File: src/rtl/cordic_cos_iter.sv
// Iterative CORDIC rotation core: cos/sin of a signed Q2.30 angle.
// One micro-rotation per enabled clock, start/done/clk_en handshake.
module cordic_cos_iter #(
  parameter int ITER  = 22,
  parameter int W     = 32,
  parameter int GUARD = 2
) (
  input  logic         clk,
  input  logic         rst,
  input  logic         clk_en,
  input  logic         start,
  input  logic [W-1:0] angle,
  output logic [W-1:0] cos_out,
  output logic [W-1:0] sin_out,
  output logic         done,
  output logic         busy,
  output logic         range_err
);

  localparam int WI = W + GUARD;
  localparam int IW = $clog2(ITER);
  localparam logic [IW-1:0] LAST = IW'(ITER - 1);

  localparam logic signed [WI-1:0] X0 =
    WI'(32'sh26DD3B6A) <<< GUARD;
  localparam logic signed [W-1:0] HALF_PI =
    W'(32'sh6487ED51);

  typedef enum logic [1:0] {
    S_IDLE,
    S_RUN,
    S_DONE
  } state_t;

  state_t                 state_q, state_d;
  logic signed [WI-1:0]   x_q, x_d;
  logic signed [WI-1:0]   y_q, y_d;
  logic signed [WI-1:0]   z_q, z_d;
  logic [IW-1:0]          i_q, i_d;
  logic [W-1:0]           cos_q, cos_d;
  logic [W-1:0]           sin_q, sin_d;
  logic                   rerr_q, rerr_d;

  logic signed [W-1:0]    ang_s;
  logic signed [WI-1:0]   sh_x, sh_y, at;
  logic signed [WI-1:0]   x_r, y_r, z_r;

  // Table held at 2^-32 resolution, rescaled to the internal LSB.
  function automatic logic signed [WI-1:0] atan_rom(
    input logic [IW-1:0] k
  );
    logic [63:0] v;
    case (int'(k))
      0:  v = 64'd3373259426;
      1:  v = 64'd1991351318;
      2:  v = 64'd1052175346;
      3:  v = 64'd534100635;
      4:  v = 64'd268086748;
      5:  v = 64'd134174063;
      6:  v = 64'd67103403;
      7:  v = 64'd33553749;
      8:  v = 64'd16777131;
      9:  v = 64'd8388597;
      10: v = 64'd4194303;
      11: v = 64'd2097152;
      12: v = 64'd1048576;
      13: v = 64'd524288;
      14: v = 64'd262144;
      15: v = 64'd131072;
      16: v = 64'd65536;
      17: v = 64'd32768;
      18: v = 64'd16384;
      19: v = 64'd8192;
      20: v = 64'd4096;
      21: v = 64'd2048;
      22: v = 64'd1024;
      23: v = 64'd512;
      24: v = 64'd256;
      25: v = 64'd128;
      26: v = 64'd64;
      27: v = 64'd32;
      28: v = 64'd16;
      29: v = 64'd8;
      default: v = 64'd0;
    endcase
    return WI'((v << GUARD) >> 2);
  endfunction

  assign ang_s = angle;

  always_comb begin
    sh_x = x_q >>> i_q;
    sh_y = y_q >>> i_q;
    at   = atan_rom(i_q);
    if (z_q[WI-1]) begin
      x_r = x_q + sh_y;
      y_r = y_q - sh_x;
      z_r = z_q + at;
    end else begin
      x_r = x_q - sh_y;
      y_r = y_q + sh_x;
      z_r = z_q - at;
    end
  end

  always_comb begin
    state_d = state_q;
    x_d     = x_q;
    y_d     = y_q;
    z_d     = z_q;
    i_d     = i_q;
    cos_d   = cos_q;
    sin_d   = sin_q;
    rerr_d  = rerr_q;
    if (clk_en) begin
      unique case (state_q)
        S_IDLE, S_DONE: begin
          state_d = S_IDLE;
          if (start) begin
            state_d = S_RUN;
            x_d     = X0;
            y_d     = '0;
            z_d     = WI'(ang_s) <<< GUARD;
            i_d     = '0;
            rerr_d  = (ang_s > HALF_PI) ||
                      (ang_s < -HALF_PI);
          end
        end
        S_RUN: begin
          x_d = x_r;
          y_d = y_r;
          z_d = z_r;
          i_d = i_q + IW'(1);
          if (i_q == LAST) begin
            state_d = S_DONE;
            i_d     = '0;
            cos_d   = x_r[WI-1:GUARD];
            sin_d   = y_r[WI-1:GUARD];
          end
        end
        default: state_d = S_IDLE;
      endcase
    end
  end

  always_ff @(posedge clk or negedge rst) begin
    if (!rst) begin
      state_q <= S_IDLE;
      x_q     <= '0;
      y_q     <= '0;
      z_q     <= '0;
      i_q     <= '0;
      cos_q   <= '0;
      sin_q   <= '0;
      rerr_q  <= 1'b0;
    end else begin
      state_q <= state_d;
      x_q     <= x_d;
      y_q     <= y_d;
      z_q     <= z_d;
      i_q     <= i_d;
      cos_q   <= cos_d;
      sin_q   <= sin_d;
      rerr_q  <= rerr_d;
    end
  end

  assign cos_out   = cos_q;
  assign sin_out   = sin_q;
  assign done      = (state_q == S_DONE);
  assign busy      = (state_q == S_RUN);
  assign range_err = rerr_q;

endmodule
File: config.mk
export PLATFORM = sky130hd
export DESIGN_NAME = cordic_cos_iter
export DESIGN_NICKNAME = d
export VERILOG_FILES = /design/src/rtl/cordic_cos_iter.sv
export SDC_FILE = /design/constraint.sdc
export NUM_CORES = 1
export LEC_CHECK = 0
export ABC_AREA = 1
export CAP_MARGIN = 15
export CORE_MARGIN = 2
export CORE_UTILIZATION = 30
export DETAILED_ROUTE_END_ITERATION = 12
export PLACE_DENSITY_LB_ADDON = 0.05
export SYNTH_ARGS = -nofsm -noshare
export SYNTH_HDL_FRONTEND = slang
export SYNTH_SLANG_ARGS = --single-unit
File: constraint.sdc
create_clock -name clk -period 4.89 [get_ports clk]
set_input_delay 0.489 -clock clk [delete_from_list [all_inputs] [get_ports clk]]
set_output_delay 0.489 -clock clk [all_outputs]
set_load 0.01 [all_outputs]
### Word level (Yosys, flattened, before mapping)

Memories as Yosys holds them, arrays and structs flattened.
Cells that the tools add are included.

* register bits after elaboration: 174
* bits in read-only memories: 1024
* output and inout bits: 67
* logic and storage cells: 48
* memories: 1

* add/sub/neg operators: 7
* magnitude comparators: 2
* eq/ne operators: 5
* shifts and indexed selects: 2
* muxes and demuxes: 15
* reduce and logical (&&, ||, !) cells: 8

Memory list
* (name not given): words 32, bits a word 32, rd ports 1, clocked after memory_dff 0, write ports 0, line 53 `case (int'(k))`

Operator list (count)
* 34-bit 2-to-1 mux: 6
* 34-bit one-hot mux with 2 select lines: 3
* 34-bit adder: 3
* 34-bit subtractor: 3
* 34-bit by 5-bit >>> shifter with 34-bit output: 2
* 32-bit > comparator (second input constant): 1
* 32-bit < comparator (second input constant): 1
* 5-bit 2-to-1 mux: 2
* 5-bit one-hot mux with 2 select lines: 1
* 3-bit AND reduction: 3
* 5-bit by 1-bit adder with 5-bit output (second input constant): 1
* 5-bit equality test (second input constant): 1
* 2-bit one-hot mux with 2 select lines: 1
* 2-bit by 1-bit equality test with 1-bit output (second input constant): 1
* 2-bit equality test (second input constant): 1
* 2-bit logical NOT: 1
* 2-bit 2-to-1 mux: 1
* 2-bit by 1-bit inequality test with 1-bit output (second input constant): 1
* 2-bit inequality test (second input constant): 1
* 2-bit AND reduction: 1
* 2-bit nonzero test: 1
* 2-bit OR reduction: 1
* 1-bit logical OR: 1
* 1-bit 2-to-1 mux: 1

### Longest topological paths before layout

Gate-level depths: netlist (run 1).

* depth in word-level cells: 4
* mapped depth: 35

### Least setup slack after synthesis (run 1)

OpenSTA, ideal clock, no wires.

* path type: flip-flop to flip-flop
* from: register i_q[1]
* to: register z_q[19]
* data arrival time: 4086 ps
* data required time: 4807 ps
* slack: 721 ps
* stages on the path, launching flop included: 28
* cells stage by stage: dfrtp_1 buf_4 inv_2 buf_2 ha_1 nand2_1 inv_2 o211ai_2 nand2_1 nor2_2 nand4_1 nor2_2 nand3_1 o31ai_1 xnor2_1 inv_1 ha_1 nand2_1 nor2_1 inv_1 nor3_1 a21oi_1 inv_1 a21oi_1 or2_2 nand3_1 o21ai_0 o21ai_0

* cells in the longest elaborated chain, start to end: 4
* elaborated cells between the ends (all ways): 5
* classes of those cells: 2 x add/sub; 2 x mux; 1 x memory

Ends and longest elaborated chain
* start, declared: line 39 `logic [IW-1:0] i_q, i_d;`
* start signal, assigned: line 161 `i_q <= i_d;`
* memory read 32 x 32 bit *
* 34-bit subtractor or 34-bit adder (tied branches): line 102, 98
* 34-bit 2-to-1 mux *: line 95 `if (z_q[WI-1]) begin`
* 34-bit one-hot mux with 2 select lines *: line 116 `unique case (state_q)`
* end signal, assigned: line 160 `z_q <= z_d;`
* end, declared: line 38 `logic signed [WI-1:0] z_q, z_d;`

Every way passes the cells marked *; elsewhere a longest branch is shown, timed or not.
A chain may end at the register's enable or synchronous reset.

### Worst setup path in the final report (run 1)

* from: register i_q[0]
* to: register sin_q[30] (netlist: sin_out[30])

* cells in the longest elaborated chain, start to end: 3
* elaborated cells between the ends (all ways): 6
* classes of those cells: 2 x add/sub; 1 x eq/ne; 1 x shift; 1 x mux; 1 x reduce/logical

Ends and longest elaborated chain
* 34-bit by 5-bit >>> shifter with 34-bit output: line 92 `sh_x = x_q >>> i_q;`
* 34-bit adder or 34-bit subtractor (tied branches): line 101, 97
* 34-bit 2-to-1 mux: line 95
* end signal, assigned: line 163 `sin_q <= sin_d;`
* end, declared: line 41 `logic [W-1:0] sin_q, sin_d;`

Several ways; a longest one is shown, not always the timed one.

==> results of run 1 <==
-- worst paths after layout --
kind                                  from           to  slack [ns]
worst min register to register  cos_out[5]   cos_out[5]        0.48
max in group asynchronous              rst      y_q[12]        3.57
worst max-delay path                i_q[0]  sin_out[30]        0.20
min in group clk                cos_out[5]   cos_out[5]        0.48
worst max register to register      i_q[0]  sin_out[30]        0.20
worst min-delay path                   rst  cos_out[24]        0.03
-- layout by cell type (no fill, tap or decap), types with 5 or more instances in the layout --
cell,netlist,final
nand2_1,1014,990
nand3_1,408,376
inv_1,292,284
nor2_1,247,210
o21ai_0,219,196
buf_4,15,187
dfrtp_1,174,170
a21oi_1,147,114
clkdlybuf4s50_1,0,101
ha_1,111,96
xor2_1,86,82
xnor2_1,56,55
nand4_1,35,35
nor2_2,10,35
a21oi_2,1,34
nand3_2,3,33
nand2_2,10,30
o21ai_1,18,29
a31oi_1,30,23
clkbuf_16,0,21
or2_2,20,20
o211ai_1,18,18
nor3_1,20,18
nor2_4,3,15
o22ai_1,15,15
inv_2,8,13
buf_12,0,13
o21ai_2,1,12
a21o_1,12,12
o21bai_1,12,10
nor4_1,15,10
o21a_1,9,9
ha_2,0,9
nand3b_1,8,8
ha_4,0,6
inv_6,0,5
nand2_4,1,5
a31oi_2,0,5
bufinv_16,0,5
-- sequential cells by signal, indices dropped and copies added (netlist names) --
register	cells
sin_out	32
z_q	34
x_q	34
state_q	2
y_q	34
range_err	1
cos_out	32
i_q	5
-- critical path, delay by kind of cell (launching register included) --
kind	cells	cell delay, ns
and+or+nand+nor	18	2.05
buffers and inverters	5	0.72
AOI/OAI and AO/OA	4	0.69
DFF	1	0.55
adders and majority gates	1	0.30
xor gates and xnor gates	1	0.25
-- cells in the mapped netlist (5+ instances only) --
cell	instances	share of area [%]
nand2_1	1014	20
nand3_1	408	11
inv_1	292	5.7
nor2_1	247	4.8
o21ai_0	219	5.7
dfrtp_1	174	22
a21oi_1	147	3.8
ha_1	111	7.2
xor2_1	86	3.9
clkbuf_1	56	1.1
xnor2_1	56	2.5
nand4_1	35	1.1
buf_2	34	0.88
a31oi_1	30	0.97
nor3_1	20	0.52
or2_2	20	0.65
o211ai_1	18	0.70
o21ai_1	18	0.47
buf_4	15	0.58
nor4_1	15	0.48
o22ai_1	15	0.48
buf_1	14	0.27
a21o_1	12	0.47
o21bai_1	12	0.47
nand2_2	10	0.32
nor2_2	10	0.32
o21a_1	9	0.35
inv_2	8	0.16
nand3b_1	8	0.31
a211oi_1	5	0.19
-- cell type report --
type,instances,area [µm²],share of cell area (%)
clock buffer,19,432.9,1.778
inverter,304,1160,4.763
clock inverter,13,222.7,0.9146
multi-input combinational,2578,14230,58.45
timing repair buffer,310,2870,11.79
sequential,174,4362,17.91
tap,855,1070,4.393
-- repair_timing --
| item | in CTS | in global routing |
|---|---|---|
| cloned | 0 | 5 |
| buffers inserted | 0 | 23 |
| endpoints found under the setup margin | 4 | 79 |
| endpoints found under the hold margin | 0 | 0 |
| pin swaps | 0 | 55 |
| gates resized for setup | 4 | 253 |
-- layer usage --
layer	vias up	share of wire (%)	GRT usage (%)	wire [µm]
met5	-	0	0	0
met1	10453	48	35.46	41760
met4	0	1.9	6.294	1673
met2	505	45	40.73	39170
li1	10922	-	-	-
met3	82	4.4	3.004	3813
-- stage by stage --
step                hold WS [ns]  utilization [%]  cell area, µm²   TNS, ns
floorplan                 0.1934                -           19350         0
global placement          0.4621            34.94           22400   -0.1144
detailed placement        0.4642            34.94           22400  -0.09264
CTS                      0.07536            35.97           23060         0
global route             0.08725            37.98           24350    -1.131
finish                   0.02869            37.98           24350         0
-- cell families (layout without fill, tap and decap cells) --
group | after synthesis | in the layout
compound gates | 517 | 517
xor+xnor | 142 | 142
fa+ha+maj | 114 | 114
buf+inv | 426 | 646
flops | 174 | 174
mux | 1 | 1
simple gates | 1804 | 1804
==> metrics.yaml, run 1 <==
logic_synthesis:
  syn_area_um2: 19350
  seq_area_frac_synth_pct: 22.50
  synth_simple_gate_area_share_pct: 39.59
  synth_ff_type: "dfrtp_1"
  synthAdderAreaFrac_pct: 7.486
  synth_compound_area_share_pct: 15.06
  yosysWarnings: 0
  syn-num-nets: 3328
  ys_async_sr_fraction_pct: 100.0
  synth.avg_cell_area_um2: 6.090
  synth.area.mux_share_pct: 0.05172
  synthCells: 3178
  synth-xor-area-share_pct: 6.426
  synth_edf_count: 0
  yosysUniqueCellTypes: 58
  ys_ff_latch: 174
  synth_top_family_by_area: "simple AND/OR/NAND/NOR gates"
global_routing:
  grt_pass1_vias: 21319
  grt_overflow: 0
  grt_pass1_wl_um: 128700
  antenna_found_initial: 0
  track_usage_pct: 25.16
  grt_max_degree: 93
cts:
  numCtsBuffers: 17
  cts.sinks: 174
  clk_path_buf_depth: 2
  clkLatencyLatePin_ns: 0.51
  cts_tree: "done"
  ctsHtreeMaxLevel: 4
  path_clk_slew_ns: 0.08
  root_buffer: "clkbuf_16"
  ctsHoldBuffers: 0
worst_hold_path:
  hold_class: "in2async"
critical_path:
  cp.required_ns: 5.29
  cpMostUsedCell: "nand3_1"
  rr_worst_depth: 29
  crit_type: "reg2reg"
  end_kind: "flip-flop"
  startpoint_type: "flip-flop"
  critPathMaxStageDelay_ns: 0.55
  arrival_ns: 5.10
  slowest_stage: "dfrtp_4"
  critPathMaxFanout: 19
floorplanning:
  dieHeight_um: 258
  start_util_pct: 30.19
  fp.dieW_um: 258
  ios: 103
  core_um2: 64120
  die-area_um2: 66560
  rows: 93
drt:
  wl_per_cell_um: 20.32
  via_count: 21962
  drc_errors: 0
  routed_wirelength_um: 86420
  drt_iter0_markers: 1508
  antenna_left: 0
  dr.pass1.iters: 5
  via_per_inst: 5.164
finish:
  fin_nets: 3535
  fill_cells: 7039
  antennaDiodeCount: 0
  finalNonFillerCells: 4253
  drive_above_1_share_pct: 14.89
  area_growth_pct: 25.81
place:
  placed_cells: 4193
  hpwl_um: 66450
  place_ws_ns: -0.03964
  place.gp.congestion: 0.9416
  io_buffers: 102
sta:
  setup_ws_ns: 0.1966
  fin_crit_ns: 4.693
  clock_skew_ns: 0.01845
  hold_viol: 0
  tightest_slew_ns: 0.9428
  finalCritPeriodShare_pct: 95.98
  setup_viol: 0
  rsz0062_at_grt: "true"
  slew_headroom_pct: 37.07
  fmax_mhz: 213.1
  drv_slew: 0
outcome:
  status: "finished clean"
job:
  drv_cap: 0
Power of run 1 is not shown: default switching activity piles up to over one toggle a cycle in this logic, so the estimate is an artifact.
==> inputs of run 2 (changes only) <==
- PLACE_DENSITY: default -> 0.52
- PLACE_DENSITY_LB_ADDON: 0.05 -> default
==> run 2 against run 1 <==
Against the previous run:
- die area stayed put
- core utilization down 2.0 points
- critical path type unchanged
- wire length shrank 13%
==> metrics.yaml, run 2 (synthesized netlist as in run 1, its figures left out) <==
place:
  io_buffers: 102  # unchanged
  dpl_cell_area_um2: 21790  # was 22400 µm²
  place.gp.congestion: 0.9622  # was 0.9416
  hpwl_um: 57980  # was 66450 µm
sta:
  hold_viol: 0  # unchanged
  fin_hold_ws_ns: 0.05304  # was 0.02869 ns
  tightest_slew_ns: 0.9648  # was 0.9428 ns
  rsz0062_at_grt: "true"  # unchanged
  timing.setup.tns_ns: 0  # unchanged
  drv_slew: 0  # unchanged
  fmax_mhz: 213.2  # was 213.1 MHz
  fin_crit_ns: 4.691  # was 4.693 ns
  clock_skew_ns: 0.02412  # was 0.01845 ns
  slew_headroom_pct: 35.68  # was 37.07%
  finalCritPeriodShare_pct: 95.94  # was 95.98%
  setup_viol: 0  # unchanged
cts:
  clkLatencyLatePin_ns: 0.51  # about the same
  cts.sinks: 174  # unchanged
  numCtsBuffers: 17  # unchanged
  ctsHoldBuffers: 0  # unchanged
  path_clk_slew_ns: 0.09  # was 0.08 ns
  ctsHtreeMaxLevel: 4  # unchanged
  cts_tree: "done"  # unchanged
  clk_path_buf_depth: 2  # unchanged
  root_buffer: "clkbuf_16"  # unchanged
finish:
  fin_nets: 3440  # was 3535
  fill_cells: 7040  # was 7039
  area_growth_pct: 19.17  # was 25.81%
  multi_input_area_um2: 13760  # was 14230 µm²
  layout_common_cells: "nand2_1 (1002), nand3_1 (401), inv_1 (288)"  # was nand2_1 (990), nand3_1 (376), inv_1 (284)
  fin_area_um2: 23060  # was 24350 µm²
  drive_above_1_share_pct: 9.234  # was 14.89%
  layout_commonest_cell: "nand2_1"  # unchanged
  largestRegisters: "x_q: 34 flops, y_q: 34 flops, z_q: 34 flops"  # unchanged
  regArea_um2: 4359  # was 4362 µm²
job:
  drv_cap: 0  # unchanged
drt:
  via_count: 21399  # was 21962
  wl_per_cell_um: 18.03  # was 20.32 µm
  routed_wirelength_um: 74990  # was 86420 µm
  via_per_inst: 5.145  # was 5.164
  drc_errors: 0  # unchanged
  antenna_left: 0  # unchanged
  dr.pass1.iters: 5  # unchanged
  drt_iter0_markers: 1589  # was 1508
floorplanning:
  fp.dieW_um: 258  # unchanged
  dieHeight_um: 258  # unchanged
  rows: 93  # unchanged
  start_util_pct: 30.19  # unchanged
  ios: 103  # unchanged
  die-area_um2: 66560  # unchanged
  core_um2: 64120  # unchanged
global_routing:
  grt_overflow: 0  # unchanged
  grt_pass1_vias: 20411  # was 21319
  antenna_found_initial: 1  # was 0
  grt_max_degree: 98  # was 93
  track_usage_pct: 22.11  # was 25.16%
  grt_pass1_wl_um: 116100  # was 128700 µm
outcome:
  status: "finished clean"  # unchanged
critical_path:
  crit_type: "reg2reg"  # unchanged
  end_kind: "flip-flop"  # unchanged
  arrival_ns: 5.08  # was 5.10 ns
  startpoint_type: "flip-flop"  # unchanged
  cp.required_ns: 5.28  # was 5.29 ns
  critPathMaxFanout: 16  # was 19
worst_hold_path:
  hold_class: "in2async"  # unchanged
[run 2: layout make-up]
cell class	instances	area share, %
Inverter	304	5.002
Clock inverter	15	0.8517
Timing Repair Buffer	215	9.086
Clock buffer	17	1.844
Sequential cell	174	18.90
Tap cell	855	4.638
Multi-Input combinational cell	2578	59.67
Antenna cell	1	0.01085
[run 2: what timing repair did]
action,CTS,global route
resized for setup,3,130
setup buffers,0,11
pin swaps,0,21
endpoints found under the setup margin,2,70
cloned,0,3
[run 2: worst max-delay path: stages, from the launching register on]
cell and delay, ns:
dfrtp_2 0.50, inv_8 0.10, clkbuf_16 0.19, nand2_1 0.11, nand3_1 0.10, nand3_1 0.12, nand3_1 0.16, nand3_1 0.22
nand2_1 0.15, nor2_2 0.16, nand3_2 0.12, nor2_4 0.15, buf_4 0.13, nand2_1 0.07, nand2_4 0.12, xor2_1 0.21
ha_2 0.35, a21oi_1 0.16, inv_1 0.08, a31oi_1 0.18, o21ai_1 0.13, a211oi_1 0.25, nand2_1 0.15, buf_4 0.16
or2_2 0.28, a32o_1 0.22
[run 2: metrics by stage]
step / setup slack, ns / instances / util (%)
after floorplan: 0.7214 / 3178 / -
after global placement: -0.1575 / 4112 / 33.99
after detailed placement: -0.1669 / 4112 / 33.99
after CTS: 0.01389 / 4144 / 34.97
after global routing: -0.06018 / 4158 / 35.97
final: 0.1986 / 4159 / 35.97
[run 2: path summary, 6_finish.rpt]
path,from,to,slack [ns],cells after the start
max,i_q[0],y_q[28],0.20,25
min,rst,z_q[12],0.05,1
max in group asynchronous,rst,x_q[33],3.88,2
max reg2reg,i_q[0],y_q[28],0.20,25
min in group clk,sin_out[18],sin_out[18],0.48,2
min reg2reg,sin_out[18],sin_out[18],0.48,2
[run 2: per-layer routing]
layer | track usage (%) | vias up | routed length [µm]
met5 | 0 | - | 0
met4 | 6.663 | 0 | 1829
met3 | 2.385 | 87 | 3369
met2 | 37.47 | 580 | 35280
met1 | 29.52 | 9989 | 34510
li1 | - | 10743 | -
Power of run 2 is left out for the same reason.
